File: src/rtl/uart_pkg.sv
// -----------------------------------------------------------------------------
// uart_pkg
// Shared definitions for the prescaled UART transmit path.
//   tx_state_e  : frame FSM states (3-bit encoding)
//   START_BIT   : line level during the start bit
//   STOP_BIT    : line level during the stop bit
//   IDLE_LEVEL  : line level between frames
//   PAR_EVEN/PAR_ODD : values of the parity-type select
//   BIT_CNT_W   : width of the per-frame bit counter
// -----------------------------------------------------------------------------
package uart_pkg;

   typedef enum logic [2:0] {
      IDLE   = 3'd0,
      START  = 3'd1,
      DATA   = 3'd2,
      PARITY = 3'd3,
      STOP   = 3'd4
   } tx_state_e;

   localparam logic START_BIT  = 1'b0;
   localparam logic STOP_BIT   = 1'b1;
   localparam logic IDLE_LEVEL = 1'b1;

   localparam logic PAR_EVEN = 1'b0;
   localparam logic PAR_ODD  = 1'b1;

   localparam int unsigned BIT_CNT_W = 4;

endpackage

File: src/rtl/uart_tx_frame_engine_if.sv
// -----------------------------------------------------------------------------
// uart_tx_frame_engine_if
// Byte-in / serial-out bundle of the UART transmitter.
//   P_DATA     : parallel payload                (master -> slave)
//   Data_Valid : payload-valid strobe            (master -> slave)
//   PAR_EN     : parity bit enable               (master -> slave)
//   PAR_TYP    : parity type, 0 even / 1 odd     (master -> slave)
//   Prescale   : clock cycles per bit, 0 acts 1  (master -> slave)
//   TX_OUT     : serial line, idle high          (slave -> master)
//   busy       : frame in progress               (slave -> master)
// -----------------------------------------------------------------------------
interface uart_tx_frame_engine_if #(
   parameter int unsigned DATA_WIDTH = 8,
   parameter int unsigned PRESCALE_W = 6
);

   logic [DATA_WIDTH-1:0] P_DATA;
   logic                  Data_Valid;
   logic                  PAR_EN;
   logic                  PAR_TYP;
   logic [PRESCALE_W-1:0] Prescale;
   logic                  TX_OUT;
   logic                  busy;

   modport master (
      output P_DATA,
      output Data_Valid,
      output PAR_EN,
      output PAR_TYP,
      output Prescale,
      input  TX_OUT,
      input  busy
   );

   modport slave (
      input  P_DATA,
      input  Data_Valid,
      input  PAR_EN,
      input  PAR_TYP,
      input  Prescale,
      output TX_OUT,
      output busy
   );

endinterface

File: src/rtl/uart_tx_bit_timer.sv
// -----------------------------------------------------------------------------
// uart_tx_bit_timer
// Edge counter (cycles within a bit) and bit counter (bits within a frame).
//   clk_i      : system clock, rising edge
//   rst_ni     : asynchronous active-low reset
//   en_i       : frame in progress; both counters clear while low
//   bit_clr_i  : restart the bit count at this bit boundary
//   prescale_i : cycles per bit, must be >= 1
//   bit_done_o : last cycle of the current bit
//   bit_cnt_o  : bits completed since the last clear
// -----------------------------------------------------------------------------
module uart_tx_bit_timer
   import uart_pkg::*;
#(
   parameter int unsigned PRESCALE_W = 6
) (
   input  logic                  clk_i,
   input  logic                  rst_ni,
   input  logic                  en_i,
   input  logic                  bit_clr_i,
   input  logic [PRESCALE_W-1:0] prescale_i,
   output logic                  bit_done_o,
   output logic [BIT_CNT_W-1:0]  bit_cnt_o
);

   logic [PRESCALE_W-1:0] edge_cnt_q, edge_cnt_d;
   logic [BIT_CNT_W-1:0]  bit_cnt_q, bit_cnt_d;

   assign bit_done_o = en_i && (edge_cnt_q == (prescale_i - PRESCALE_W'(1)));
   assign bit_cnt_o  = bit_cnt_q;

   always_comb begin
      edge_cnt_d = edge_cnt_q;
      bit_cnt_d  = bit_cnt_q;
      if (!en_i) begin
         edge_cnt_d = '0;
         bit_cnt_d  = '0;
      end else if (bit_done_o) begin
         edge_cnt_d = '0;
         bit_cnt_d  = bit_clr_i ? '0 : bit_cnt_q + BIT_CNT_W'(1);
      end else begin
         edge_cnt_d = edge_cnt_q + PRESCALE_W'(1);
      end
   end

   always_ff @(posedge clk_i or negedge rst_ni) begin
      if (!rst_ni) begin
         edge_cnt_q <= '0;
         bit_cnt_q  <= '0;
      end else begin
         edge_cnt_q <= edge_cnt_d;
         bit_cnt_q  <= bit_cnt_d;
      end
   end

endmodule

File: src/rtl/uart_tx_frame_engine.sv
// -----------------------------------------------------------------------------
// uart_tx_frame_engine
// Prescaled UART transmitter: accepts one byte per Data_Valid while idle and
// sends start bit, data LSB first, optional parity bit, one stop bit, each bit
// held for Prescale cycles (Prescale = 0 behaves as 1).
//   CLK : system clock, rising edge
//   RST : asynchronous active-low reset
//   bus : uart_tx_frame_engine_if.slave (P_DATA, Data_Valid, PAR_EN, PAR_TYP,
//         Prescale in; TX_OUT, busy out, both registered)
// Build option: define UART_TX_PARITY_EN to build the PARITY state; without
// it PAR_EN/PAR_TYP are ignored and every frame has no parity bit.
// -----------------------------------------------------------------------------
module uart_tx_frame_engine
   import uart_pkg::*;
#(
   parameter int unsigned DATA_WIDTH = 8,
   parameter int unsigned PRESCALE_W = 6
) (
   input  logic                    CLK,
   input  logic                    RST,
   uart_tx_frame_engine_if.slave   bus
);

   tx_state_e             state_q;
   logic                  tx_q;
   logic                  busy_q;
   logic [DATA_WIDTH-1:0] shift_q;
   logic [PRESCALE_W-1:0] prescale_q;
   logic [PRESCALE_W-1:0] presc_eff;
   logic                  bit_done;
   logic [BIT_CNT_W-1:0]  bit_cnt;

`ifdef UART_TX_PARITY_EN
   logic                  par_en_q;
   logic                  par_bit_q;
`else
   logic                  unused_par_inputs;
   assign unused_par_inputs = bus.PAR_EN ^ bus.PAR_TYP;
`endif

   assign presc_eff  = (prescale_q == '0) ? PRESCALE_W'(1) : prescale_q;
   assign bus.TX_OUT = tx_q;
   assign bus.busy   = busy_q;

   // Bit count restarts after the start bit so DATA sees 0..DATA_WIDTH-1.
   uart_tx_bit_timer #(
      .PRESCALE_W (PRESCALE_W)
   ) u_bit_timer (
      .clk_i      (CLK),
      .rst_ni     (RST),
      .en_i       (state_q != IDLE),
      .bit_clr_i  (state_q == START),
      .prescale_i (presc_eff),
      .bit_done_o (bit_done),
      .bit_cnt_o  (bit_cnt)
   );

   // TX_OUT is loaded with the level of the bit being entered, so the line
   // changes on the same edge as the state.
   always_ff @(posedge CLK or negedge RST) begin
      if (!RST) begin
         state_q    <= IDLE;
         tx_q       <= IDLE_LEVEL;
         busy_q     <= 1'b0;
         shift_q    <= '0;
         prescale_q <= '0;
`ifdef UART_TX_PARITY_EN
         par_en_q   <= 1'b0;
         par_bit_q  <= 1'b0;
`endif
      end else begin
         case (state_q)
            IDLE: begin
               if (bus.Data_Valid) begin
                  state_q    <= START;
                  tx_q       <= START_BIT;
                  busy_q     <= 1'b1;
                  shift_q    <= bus.P_DATA;
                  prescale_q <= bus.Prescale;
`ifdef UART_TX_PARITY_EN
                  par_en_q   <= bus.PAR_EN;
                  // Parity is taken from the payload now, before it is shifted out.
                  par_bit_q  <= (^bus.P_DATA) ^ bus.PAR_TYP;
`endif
               end
            end
            START: begin
               if (bit_done) begin
                  state_q <= DATA;
                  tx_q    <= shift_q[0];
                  shift_q <= {1'b0, shift_q[DATA_WIDTH-1:1]};
               end
            end
            DATA: begin
               if (bit_done) begin
                  if (bit_cnt == BIT_CNT_W'(DATA_WIDTH - 1)) begin
`ifdef UART_TX_PARITY_EN
                     if (par_en_q) begin
                        state_q <= PARITY;
                        tx_q    <= par_bit_q;
                     end else begin
                        state_q <= STOP;
                        tx_q    <= STOP_BIT;
                     end
`else
                     state_q <= STOP;
                     tx_q    <= STOP_BIT;
`endif
                  end else begin
                     tx_q    <= shift_q[0];
                     shift_q <= {1'b0, shift_q[DATA_WIDTH-1:1]};
                  end
               end
            end
`ifdef UART_TX_PARITY_EN
            PARITY: begin
               if (bit_done) begin
                  state_q <= STOP;
                  tx_q    <= STOP_BIT;
               end
            end
`endif
            STOP: begin
               if (bit_done) begin
                  state_q <= IDLE;
                  tx_q    <= IDLE_LEVEL;
                  busy_q  <= 1'b0;
               end
            end
            default: begin
               state_q <= IDLE;
               tx_q    <= IDLE_LEVEL;
               busy_q  <= 1'b0;
            end
         endcase
      end
   end

endmodule

File: src/flat_wrapper.sv
// flat-port wrapper written by rule: the top's interface ports become plain ports
module uart_tx_frame_engine_flat import uart_pkg::*;
#(
   parameter int unsigned DATA_WIDTH = 8,
   parameter int unsigned PRESCALE_W = 6
)
  (CLK, RST, bus_P_DATA, bus_Data_Valid, bus_PAR_EN, bus_PAR_TYP, bus_Prescale, bus_TX_OUT, bus_busy);
  uart_tx_frame_engine_if #(.DATA_WIDTH(DATA_WIDTH), .PRESCALE_W(PRESCALE_W)) bus_i ();
  input  logic CLK;
  input  logic RST;
  input wire logic [$bits(bus_i.P_DATA)-1:0] bus_P_DATA;
  input wire logic [$bits(bus_i.Data_Valid)-1:0] bus_Data_Valid;
  input wire logic [$bits(bus_i.PAR_EN)-1:0] bus_PAR_EN;
  input wire logic [$bits(bus_i.PAR_TYP)-1:0] bus_PAR_TYP;
  input wire logic [$bits(bus_i.Prescale)-1:0] bus_Prescale;
  output wire logic [$bits(bus_i.TX_OUT)-1:0] bus_TX_OUT;
  output wire logic [$bits(bus_i.busy)-1:0] bus_busy;
  assign bus_i.P_DATA = bus_P_DATA;
  assign bus_i.Data_Valid = bus_Data_Valid;
  assign bus_i.PAR_EN = bus_PAR_EN;
  assign bus_i.PAR_TYP = bus_PAR_TYP;
  assign bus_i.Prescale = bus_Prescale;
  assign bus_TX_OUT = bus_i.TX_OUT;
  assign bus_busy = bus_i.busy;
  uart_tx_frame_engine #(.DATA_WIDTH(DATA_WIDTH), .PRESCALE_W(PRESCALE_W)) u_core (.CLK(CLK), .RST(RST), .bus(bus_i));
endmodule
File: config.mk
export PLATFORM = sky130hd
export DESIGN_NAME = uart_tx_frame_engine_flat
export DESIGN_NICKNAME = d
export VERILOG_FILES = /design/src/rtl/uart_pkg.sv /design/src/rtl/uart_tx_frame_engine_if.sv /design/src/rtl/uart_tx_bit_timer.sv /design/src/rtl/uart_tx_frame_engine.sv /design/src/flat_wrapper.sv
export SDC_FILE = /design/constraint.sdc
export NUM_CORES = 1
export LEC_CHECK = 0
export CORE_UTILIZATION = 55
export CTS_CLUSTER_SIZE = 20
export DETAILED_ROUTE_END_ITERATION = 8
export DONT_BUFFER_PORTS = 1
export HOLD_SLACK_MARGIN = 0.05
export PLACE_DENSITY = 0.75
export SETUP_SLACK_MARGIN = 0.15
export SYNTH_ARGS = -nofsm -noshare
export SYNTH_HDL_FRONTEND = slang
export SYNTH_HIERARCHICAL = 1
export SYNTH_SLANG_ARGS = --single-unit
File: constraint.sdc
create_clock -name CLK -period 5.1 [get_ports CLK]
set_clock_uncertainty 0.05 [all_clocks]
set_input_delay 1.02 -clock CLK [delete_from_list [all_inputs] [get_ports CLK]]
set_output_delay 1.02 -clock CLK [all_outputs]
set_load 0.01 [all_outputs]
==> impl_metrics.json <==
{
  "status": "finished, final reports clean",
  "grt_max_degree": 30,
  "reg2reg_depth": 13,
  "yosys-top-cells-area": "dfrtp_1 41%, mux2_2 14%, xnor2_1 3.6%",
  "drc_errors": 0,
  "rsz0062_at_grt": "false",
  "synth.distinct_cells": 47,
  "drive_gt1_share_pct": 25.8,
  "core_area_sq_mm": 0.00285,
  "clockBufferDepth": 2,
  "dpl_cell_area_sq_mm": 0.00169,
  "hp-class": "in2async",
  "htreeDepth": 2,
  "syn_inst": 156,
  "wire_per_inst_microns": 15.4,
  "setup_tns_ns": 0,
  "die_w_microns": 57.7,
  "ant_nets": 0,
  "die_area_sq_mm": 0.00333,
  "synth_top_area_share_pct": 41.1,
  "routabilityCongestion": 0.847,
  "totalWireLength_microns": 2870,
  "grt_pass1_wl_microns": 5140,
  "cts_sinks": 29,
  "fin_total_pwr_mw": 1.04,
  "post-cts-setup-buffers": 0,
  "rows": 19,
  "areaGrowthSynthToFinish_pct": 3.37,
  "ys_async_sr_fraction_pct": 100,
  "yosysWarnings": 6,
  "grt_usage_pct": 20.8,
  "initial_utilization_pct": 59.8,
  "via_per_inst": 6.16,
  "startpoint_type": "flip-flop",
  "worst_ep_required_time_ns": 5.26,
  "fin_crit_sh_pct": 78.4,
  "ys.flop_type": "dfrtp_1",
  "worstPathMaxFanout": 9,
  "clk_pin_slew_ns": 0.10,
  "cp_data_arrival_time_ns": 4.16,
  "hold_buffers": 0,
  "setup.worst_path.end_class": "flip-flop",
  "power_leakage_nw": 0.785,
  "yosys-top-cells-count": "28 x dfrtp_1, 21 x mux2_2, 9 x inv_1, 9 x nor2_1, 8 x a21oi_1",
  "crit_type": "reg2reg",
  "root_buffer": "clkbuf_4",
  "worstMarginPinSlew_ns": 0.534,
  "ys_seq_area_share_pct": 42.6,
  "diodes": 0,
  "synth_edf_count": 0,
  "max_cap_violations": 0,
  "drt_iter0_markers": 49,
  "clk_latency_ns": 0.33,
  "hold_viol_final": 0,
  "place_ws_ns": 1.15,
  "vias": 1146,
  "io_pins": 21,
  "syn-num-nets": 178,
  "grt_pass1_vias": 1139,
  "detailedRoute.firstPassIterationCount": 4,
  "nNetsFinal": 176,
  "fin_area_sq_mm": 0.00176,
  "yosys.area.top_type": "dfrtp_1",
  "synth_area_sq_mm": 0.00171,
  "hpwl_microns": 2090,
  "min_period_ns": 4.00,
  "slew-limit-headroom_pct": 64.1,
  "max_freq_mhz": 250,
  "cts_tree": "done",
  "synth.most_common_cell": "dfrtp_1",
  "cts_made_buffers": 5,
  "maxSlewViolCount": 0,
  "antenna_found_initial": 0,
  "avgSynthCellArea_sq_um": 10.9,
  "setup_viol": 0,
  "ir_drop_mv": 0.337,
  "portBuffers": 0,
  "overflow": 0,
  "finalWorstSetupSlack_ns": 1.10,
  "ys_ff_latch": 29,
  "power_density_mw_per_mm2": 588,
  "cts-resized-gates": 0,
  "die_y_microns": 57.7
}
[where the power goes]
part / total (mW) / switching [mW] / internal [mW]
clock: 0.161 / 0.0811 / 0.0798
combinational: 0.462 / 0.215 / 0.247
sequential: 0.414 / 0.0967 / 0.317
total: 1.04 / 0.393 / 0.644
[worst max-delay path, stage by stage (launching register included)]
cell	delay (ns)
dfrtp_1	0.47
or4_1	0.52
o21bai_1	0.35
inv_1	0.09
ha_1	0.25
nand2b_1	0.17
o211a_1	0.13
o31a_1	0.32
or2_0	0.37
nor2_1	0.31
nand2_1	0.12
a21oi_1	0.26
o21ai_4	0.15
mux2_2	0.30
[state kept, by name, summed over array words and instances (netlist names)]
register,cells
u_core/shift_q,8
u_core/prescale_q,6
u_core/u_bit_timer/edge_cnt_q,6
u_core/u_bit_timer/bit_cnt_o,4
u_core/state_q,3
u_core/bus.TX_OUT,1
u_core/bus.busy,1
[metrics by stage]
step / utilization, % / instances / hold slack (ns)
6_report: 61.8 / 186 / 0.315
5_1_grt: 61.8 / 186 / 0.296
4_1_cts: 61.8 / 186 / 0.305
3_5_place_dp: 59.3 / 178 / 0.441
3_3_place_gp: 59.3 / 178 / 0.431
2_1_floorplan: - / 156 / 0.418
[routing by layer]
layer / track usage, % / vias up / wire length, microns
met3: 5.58 / 5 / 107
li1: - / 552 / -
met2: 32.9 / 17 / 1430
met4: 11.6 / 0 / 49
met5: 0 / - / 0
met1: 26.1 / 572 / 1290
[worst paths after layout]
kind                       slack (ns)            startpoint                    to
min                              0.31                   RST  u_core/prescale_q[4]
min in group CLK                 0.46     u_core/shift_q[5]     u_core/shift_q[5]
max in group asynchronous        4.49                   RST     u_core/bus.TX_OUT
min reg2reg                      0.46     u_core/shift_q[5]     u_core/shift_q[5]
max                              1.10  u_core/prescale_q[2]     u_core/shift_q[3]
max reg2reg                      1.10  u_core/prescale_q[2]     u_core/shift_q[3]
[area by class of cell]
| type | count | area [sq um] |
|---|---|---|
| clock inverter | 1 | 5.00 |
| sequential | 29 | 727 |
| fill | 243 | 1090 |
| tap | 31 | 38.8 |
| multi-input combinational | 109 | 893 |
| inverter | 9 | 33.8 |
| clock buffer | 7 | 65.1 |
[cells in the final DEF, fill, tap and decap left out, types with 2 or more instances in the layout]
cell type	netlist	final
a211oi_1	2	2
a21oi_1	8	8
and3_1	4	4
clkbuf_4	0	5
clkbuf_8	0	2
dfrtp_1	28	28
ha_1	3	3
inv_1	9	9
mux2_2	21	21
nand2_1	5	5
nand2b_1	4	4
nand2b_4	2	2
nand3_1	4	4
nor2_1	9	9
nor3_1	4	4
nor3b_1	2	2
o21ai_0	3	3
or4_1	3	3
xnor2_1	7	7
xor2_1	3	3
[logic make-up (layout without fill, tap and decap cells)]
group | after synthesis | count (layout) | share of synthesized area [%]
and+or+nand+nor | 47 | 47 | 18.6
xor gates and xnor gates | 10 | 10 | 5.14
muxes | 22 | 22 | 14.5
adders and majority gates | 3 | 3 | 2.20
DFF | 29 | 29 | 42.6
AOI/OAI and AO/OA | 27 | 27 | 12.0
buffers and inverters | 18 | 17 | 4.99
Note: power is estimated with default switching activity, not from simulation.
